[src/rtl/riscv_lsu_wb.sv]
`timescale 1ns/1ps
`default_nettype none
// ============================================================================
// riscv_lsu_wb : load/store sequencer (OBI req/gnt/rvalid) with RF port-B writeback
// Revision 1.0
// ============================================================================
module riscv_lsu_wb #(
  parameter int ADDR_WIDTH = 6
) (
  input  logic                  clk,
  input  logic                  rst_n,
  input  logic                  req_i,
  output logic                  ready_o,
  input  logic                  we_i,
  input  logic [1:0]            size_i,
  input  logic                  sign_ext_i,
  input  logic [31:0]           addr_i,
  input  logic [31:0]           wdata_i,
  input  logic [ADDR_WIDTH-1:0] rd_i,
  output logic                  data_req_o,
  input  logic                  data_gnt_i,
  output logic [31:0]           data_addr_o,
  output logic                  data_we_o,
  output logic [3:0]            data_be_o,
  output logic [31:0]           data_wdata_o,
  input  logic                  data_rvalid_i,
  input  logic [31:0]           data_rdata_i,
  output logic                  rf_we_o,
  output logic [ADDR_WIDTH-1:0] rf_waddr_o,
  output logic [31:0]           rf_wdata_o,
  output logic                  misaligned_o
);

  typedef enum logic [2:0] {
    S_IDLE  = 3'd0,
    S_REQ1  = 3'd1,
    S_WAIT1 = 3'd2,
    S_REQ2  = 3'd3,
    S_WAIT2 = 3'd4
  } state_e;

  state_e state_q, state_d;

  logic                  we_q, sign_q, mis_q;
  logic [1:0]            size_q, off_q;
  logic [3:0]            be2_q;
  logic [ADDR_WIDTH-1:0] rd_q;
  logic [31:0]           rdata1_q;
  logic                  data_req_q, data_we_q;
  logic [31:0]           data_addr_q, data_wdata_q;
  logic [3:0]            data_be_q;
  logic                  rf_we_q;
  logic [ADDR_WIDTH-1:0] rf_waddr_q;
  logic [31:0]           rf_wdata_q;

  logic        accept, final_rv, mis_in;
  logic [1:0]  off_in;
  logic [4:0]  sh_in;
  logic [7:0]  be_span, be_in;
  logic [31:0] wdata_rot;
  logic [31:0] ld_lo, ld_word, ld_ext;
  logic [23:0] ld_hi;
  logic [55:0] ld_cat;

  assign accept   = req_i && (state_q == S_IDLE);
  assign final_rv = data_rvalid_i &&
                    (((state_q == S_WAIT1) && !mis_q) || (state_q == S_WAIT2));

  assign off_in  = addr_i[1:0];
  assign sh_in   = {off_in, 3'b000};
  assign mis_in  = ((size_i == 2'b01) && (off_in == 2'd3)) ||
                   (size_i[1] && (off_in != 2'd0));

  // Upper nibble of the shifted span is the phase-2 enable set.
  always_comb begin
    be_span = 8'h0F;
    case (size_i)
      2'b00:   be_span = 8'h01;
      2'b01:   be_span = 8'h03;
      default: be_span = 8'h0F;
    endcase
  end
  assign be_in     = be_span << off_in;
  assign wdata_rot = (wdata_i << sh_in) | (wdata_i >> (6'd32 - {1'b0, sh_in}));

  assign ld_lo  = mis_q ? rdata1_q : data_rdata_i;
  assign ld_hi  = mis_q ? data_rdata_i[23:0] : 24'h0;
  assign ld_cat = {ld_hi, ld_lo};

  always_comb begin
    ld_word = ld_cat[31:0];
    case (off_q)
      2'd0: ld_word = ld_cat[31:0];
      2'd1: ld_word = ld_cat[39:8];
      2'd2: ld_word = ld_cat[47:16];
      2'd3: ld_word = ld_cat[55:24];
      default: ld_word = ld_cat[31:0];
    endcase
  end

  always_comb begin
    ld_ext = ld_word;
    case (size_q)
      2'b00:   ld_ext = {{24{sign_q & ld_word[7]}},  ld_word[7:0]};
      2'b01:   ld_ext = {{16{sign_q & ld_word[15]}}, ld_word[15:0]};
      default: ld_ext = ld_word;
    endcase
  end

  always_comb begin
    state_d = state_q;
    case (state_q)
      S_IDLE:  if (req_i)         state_d = S_REQ1;
      S_REQ1:  if (data_gnt_i)    state_d = S_WAIT1;
      S_WAIT1: if (data_rvalid_i) state_d = mis_q ? S_REQ2 : S_IDLE;
      S_REQ2:  if (data_gnt_i)    state_d = S_WAIT2;
      S_WAIT2: if (data_rvalid_i) state_d = S_IDLE;
      default:                    state_d = S_IDLE;
    endcase
  end

  always_ff @(posedge clk or negedge rst_n) begin
    if (!rst_n) state_q <= S_IDLE;
    else        state_q <= state_d;
  end

  always_ff @(posedge clk or negedge rst_n) begin
    if (!rst_n) begin
      we_q         <= 1'b0;
      sign_q       <= 1'b0;
      mis_q        <= 1'b0;
      size_q       <= 2'b00;
      off_q        <= 2'b00;
      be2_q        <= 4'h0;
      rd_q         <= '0;
      rdata1_q     <= 32'h0;
      data_req_q   <= 1'b0;
      data_we_q    <= 1'b0;
      data_addr_q  <= 32'h0;
      data_wdata_q <= 32'h0;
      data_be_q    <= 4'h0;
      rf_we_q      <= 1'b0;
      rf_waddr_q   <= '0;
      rf_wdata_q   <= 32'h0;
    end else begin
      rf_we_q <= 1'b0;
      if (accept) begin
        we_q         <= we_i;
        sign_q       <= sign_ext_i;
        mis_q        <= mis_in;
        size_q       <= size_i;
        off_q        <= off_in;
        be2_q        <= be_in[7:4];
        rd_q         <= rd_i;
        data_req_q   <= 1'b1;
        data_we_q    <= we_i;
        data_addr_q  <= {addr_i[31:2], 2'b00};
        data_be_q    <= be_in[3:0];
        data_wdata_q <= wdata_rot;
      end
      if (((state_q == S_REQ1) || (state_q == S_REQ2)) && data_gnt_i)
        data_req_q <= 1'b0;
      if ((state_q == S_WAIT1) && data_rvalid_i) begin
        rdata1_q <= data_rdata_i;
        if (mis_q) begin
          data_req_q  <= 1'b1;
          data_addr_q <= data_addr_q + 32'd4;
          data_be_q   <= be2_q;
        end
      end
      if (final_rv) begin
        mis_q <= 1'b0;
        if (!we_q) begin
          rf_we_q    <= 1'b1;
          rf_waddr_q <= rd_q;
          rf_wdata_q <= ld_ext;
        end
      end
    end
  end

  assign ready_o      = (state_q == S_IDLE);
  assign data_req_o   = data_req_q;
  assign data_addr_o  = data_addr_q;
  assign data_we_o    = data_we_q;
  assign data_be_o    = data_be_q;
  assign data_wdata_o = data_wdata_q;
  assign rf_we_o      = rf_we_q;
  assign rf_waddr_o   = rf_waddr_q;
  assign rf_wdata_o   = rf_wdata_q;
  assign misaligned_o = mis_q;

endmodule
`default_nettype wire

[config.mk]
export PLATFORM = sky130hd
export DESIGN_NAME = riscv_lsu_wb
export DESIGN_NICKNAME = d
export VERILOG_FILES = /design/src/rtl/riscv_lsu_wb.sv
export SDC_FILE = /design/constraint.sdc
export NUM_CORES = 1
export LEC_CHECK = 0
export CORE_ASPECT_RATIO = 0.5
export CORE_MARGIN = 2
export CORE_UTILIZATION = 50
export CTS_CLUSTER_SIZE = 8
export DETAILED_ROUTE_END_ITERATION = 16
export PLACE_DENSITY = 0.81
export SLEW_MARGIN = 20
export SYNTH_ARGS = -nofsm -noshare
export SYNTH_HDL_FRONTEND = slang
export SYNTH_SLANG_ARGS = --single-unit
[constraint.sdc]
create_clock -name clk -period 2.65 [get_ports clk]
set_clock_uncertainty 0.1 [all_clocks]
set_input_delay 0.6625 -clock clk [delete_from_list [all_inputs] [get_ports clk]]
set_output_delay 0.6625 -clock clk [all_outputs]
set_load 0.02 [all_outputs]
# After elaboration in Yosys (flattened, before gate mapping)
# Cells that the tools add are included.
# classes
add_sub_neg	2
n_eq_ne	15
shift	3
mux	26
bitwise_logic	4
reduce_logical	19
# op_table
operator	n
2-to-1 mux 32 bit	4
one-hot mux 32 bit (4 select lines)	1
one-hot mux 32 bit (2 select lines)	1
adder 32 x 3 -> 32 bit, second input constant	1
OR 32 bit	1
left shift 32 x 5 -> 32 bit	1
right shift 32 x 6 -> 32 bit	1
2-to-1 mux 24 bit	1
2-to-1 mux 3 bit	5
one-hot mux 3 bit (5 select lines)	1
2-to-1 mux 4 bit	3
!= test 2 bit, second input constant	5
2-to-1 mux 1 bit	8
one-hot mux 4 bit (2 select lines)	1
left shift 8 x 2 -> 8 bit	1
logical AND 1 bit	7
equality test 2 x 1 -> 1 bit, second input constant	3
equality test 2 bit, second input constant	3
equality test 3 x 2 -> 1 bit, second input constant	2
logical NOT 2 bit	3
subtractor 6 x 5 -> 6 bit, first input constant	1
AND reduction 5 bit	1
nonzero test 2 bit	2
equality test 3 x 1 -> 1 bit, second input constant	1
other kinds (8)	11
# totals
regBits	160
in_bits	111
word_cells	85

# Depth between registers and ports, before layout
# Gate-level depths: netlist of the first run.
# depth
word_depth	6
mapped_depth	11

# Least setup slack after synthesis of the first run
# No wires, ideal clock.
# synth_path
kind	input -> register
startpoint	in addr_i[0]
endpoint	reg data_wdata_q[10] (netlist: data_wdata_o[10])
arrival_time_ps	2887
slack_ps	-419
path_stages	11
n_path_buf	5
path_cell_list	clkbuf_1 > inv_1 > clkbuf_1 > ha_1 > clkbuf_1 > o21ai_1 > and2_0 > buf_1 > buf_2 > a22oi_1 > a31oi_1
# synth_between
elab_chain_len	3
# synth_rtl
item	line	text
start: declaration	17	input logic [31:0] addr_i,
subtractor 6 x 5 -> 6 bit	84	assign wdata_rot = (wdata_i << sh_in) | (wdata_i >> (6'd32 - {1'b0, sh_in}));
right shift 32 x 6 -> 32 bit	84	
OR 32 bit (*)	84	
end signal: assignment	159	data_wdata_q <= wdata_rot;
end: declaration	50	logic [31:0] data_addr_q, data_wdata_q;
# Mark *: on every way between the ends. The rest lies on a longest branch, timed or not.
# A chain may end at the register's enable or synchronous reset.

# Worst setup path in the final report of the first run
# layout_path
startpoint	reg mis_q (netlist: misaligned_o)
endpoint	out misaligned_o
# layout_rtl
item	line	text
start: declaration	44	logic we_q, sign_q, mis_q;
start signal: assignment	150	mis_q <= mis_in;
end: declaration	31	output logic misaligned_o
# No word-level cell between the ends.

==> impl_metrics.tcl, run 1 <==
set metrics [dict create \
    die_h_um 97.9 \
    finish.net_count 1328 \
    io_pins 222 \
    die-area_um2 18800 \
    yosys_warnings 0 \
    path_cells "clkdlybuf4s50_1" \
    end_kind "primary output" \
    gp_congestion 0.950 \
    start_kind "register" \
    slew_viol_final 0 \
    status "finished, final reports clean" \
    p_leak_nw 5.14 \
    clockBufferDepth 2 \
    io_buffers 221 \
    synthFlopType "dfrtp_1" \
    slowest_delay_ns 0.68 \
    num_vias 8857 \
    powerDensity_nw_per_um2 1210 \
    syn_nets 1114 \
    synthArstFlopShare 1.00 \
    cp.depth 1 \
    rsz0062_at_grt "false" \
    drtIter0Drc 800 \
    cts.htree.levels 4 \
    drv_cap 0 \
    cts-root-buf "clkbuf_16" \
    ant_nets 0 \
    min_period_ns 2.49 \
    cp.required_ns 1.89 \
    synthCells 1000 \
    grt_pass1_vias 8623 \
    cts_tree "built" \
    worstMarginPinSlew_ns 0.845 \
    antenna_found_initial 0 \
    cp_slowest_cell "clkdlybuf4s50_1" \
    cp_top_family "buffers and inverters" \
    clkTransAtPathRegs_ns 0.07 \
    viasPerCell 6.06 \
    post-route-period-util 0.939 \
    setup_ws_ns 0.161 \
    ir_drop_v 0.000692 \
    drive_gt1_frac 0.0994 \
    postCtsHoldBufs 0 \
    core_area_um2 17300 \
    grt_usage 0.305 \
    netlist_area_um2 8810 \
    area_growth_syn_to_layout_pct 36.9 \
    dp_hpwl_um 19600 \
    hold_path_class "in2async" \
    cts_made_buffers 17 \
    hold_ws_ns 0.0309 \
    placementRows 34 \
    start_util 0.509 \
    wire_per_inst_um 19.2 \
    yosys_register_bits 159 \
    insertion_delay_ns 0.43 \
    finalSetupViolCount 0 \
    crit_buf_inv 1 \
    synth_cell_types 53 \
    slew_headroom 0.434 \
    synth-edff-count 0 \
    crit_type "reg2out" \
    cts_sinks 159 \
    avgSynthCellArea_um2 8.81 \
    fmax_mhz 402 \
    seq_area_frac_synth 0.451 \
    hold_violations 0 \
    overflow 0 \
    drc_errors 0 \
    ff2ff_path_depth 5 \
    firstDrtPassIters 6 \
    grt_pass1_wl_um 45300 \
    grt_max_degree 64 \
    utilization 0.697 \
    routed_wirelength_um 28000 \
    antenna_cells 0 \
    crit_path_max_fanout 16 \
    die_w_um 192 \
    fillers 1323 \
    dp_slack_ns -0.153 \
    cp.arrival_ns 1.73 \
]
-- placed cells by master, fill, tap and decap left out, types with 4 or more instances in the layout --
cell	n
mux2_2	14
mux2i_1	54
a221oi_1	21
o22ai_1	13
a21oi_1	66
a31oi_1	26
nand4_1	10
mux4_2	10
buf_4	47
a22oi_1	18
clkbuf_16	17
dfrtp_1	157
o22a_1	7
a222oi_1	4
nor2b_1	10
nand2_1	199
nand3b_1	6
nand3_1	22
o211ai_1	8
or3_1	6
a311oi_1	7
o31ai_1	10
buf_12	5
nor3_1	20
clkdlybuf4s50_1	218
and3_1	8
inv_1	18
o21ai_0	52
and4_1	4
nor4_1	5
nor2_1	91
and2_1	4
a211oi_1	21
-- logic make-up (layout without fill, tap and decap cells) --
logic type                 after synthesis  count (layout)  share of synthesized area
and+or+nand+nor                        398             398                      0.197
AOI/OAI and AO/OA                      266             266                      0.197
DFF                                    159             159                      0.451
buffers and inverters                   96             323                     0.0450
muxes                                   78              78                      0.105
adders and majority gates                3               3                    0.00426
-- state kept, by name, indices dropped and copies added, names as in the netlist, 2 cells and up --
register      flops
rd_q              6
rf_waddr_o        6
be2_q             3
size_q            2
off_q             2
data_addr_o      32
data_be_o         4
rf_wdata_o       32
data_wdata_o     32
state_q           3
rdata1_q         32
-- path summary, 6_finish.rpt --
path / start / end / slack, ns
worst max register to register: data_addr_o[14] / data_addr_o[27] / 0.36
worst min-delay path: rst_n / data_addr_o[9] / 0.03
worst max-delay path: misaligned_o / misaligned_o / 0.16
worst min register to register: rd_q[2] / rd_q[2] / 0.37
max in group asynchronous: rst_n / off_q[0] / 1.61
min in group clk: rd_q[2] / rd_q[2] / 0.37
-- cell type report --
class / instances / area (µm²) / share of cell area
clock buffers: 17 / 425 / 0.0352
multi-input cells: 745 / 4480 / 0.371
well taps: 234 / 293 / 0.0243
flip-flops and latches: 159 / 3980 / 0.330
inverters: 18 / 67.6 / 0.00560
repair buffers: 273 / 2660 / 0.220
clock inverters: 15 / 161 / 0.0134
-- worst reg2reg max path: cells and delay by family (launching register included) --
| kind | cells | cell delay, ns |
|---|---|---|
| AOI/OAI and AO/OA | 1 | 0.25 |
| DFF | 1 | 0.47 |
| and+or+nand+nor | 4 | 1.35 |
-- stage by stage --
stage	TNS (ns)	cell area, µm²	cells	power [mW]
floorplan	0	8830	1000	8.82
global placement	-0.799	11500	1429	11.8
detailed placement	-2.99	11500	1429	12.0
CTS	0	12100	1461	14.6
global route	0	12100	1461	15.5
finish	0	12100	1461	14.6
-- layer usage --
layer | routed length, µm | track usage
met5 | 0 | 0
met4 | 509 | 0.0882
met2 | 13700 | 0.500
met1 | 11700 | 0.420
met3 | 2140 | 0.0521
-- power breakdown --
group | switching (mW) | leakage, nW | internal (mW)
Clock | 1.09 | 0.282 | 1.40
Combinational | 4.10 | 2.94 | 3.37
Sequential | 1.07 | 1.92 | 3.57
-- cells in the mapped netlist (13+ instances only) --
cell type	n	area share
a211oi_1	21	0.018
a21oi_1	66	0.037
a221oi_1	21	0.021
a22oi_1	18	0.015
a31oi_1	26	0.018
buf_2	19	0.011
clkbuf_1	50	0.021
dfrtp_1	159	0.45
inv_1	18	0.0077
mux2_2	14	0.018
mux2i_1	54	0.061
nand2_1	200	0.085
nand3_1	22	0.012
nor2_1	91	0.039
nor3_1	21	0.012
o21ai_0	52	0.030
o22ai_1	13	0.0092
-- repair_timing --
item | in CTS | in global routing
setup endpoints to repair | 1 | 0
buffers inserted | 0 | 0
resized for setup | 2 | 0
(Power assumes the default switching activity.)
==> inputs of run 2 (changes only) <==
ABC_CLOCK_PERIOD_IN_PS = 2650   (was not set)
CAP_MARGIN = 20   (was not set)
==> results of run 2 <==
The final DEF is identical to that of run 1; final timing and power are the same.
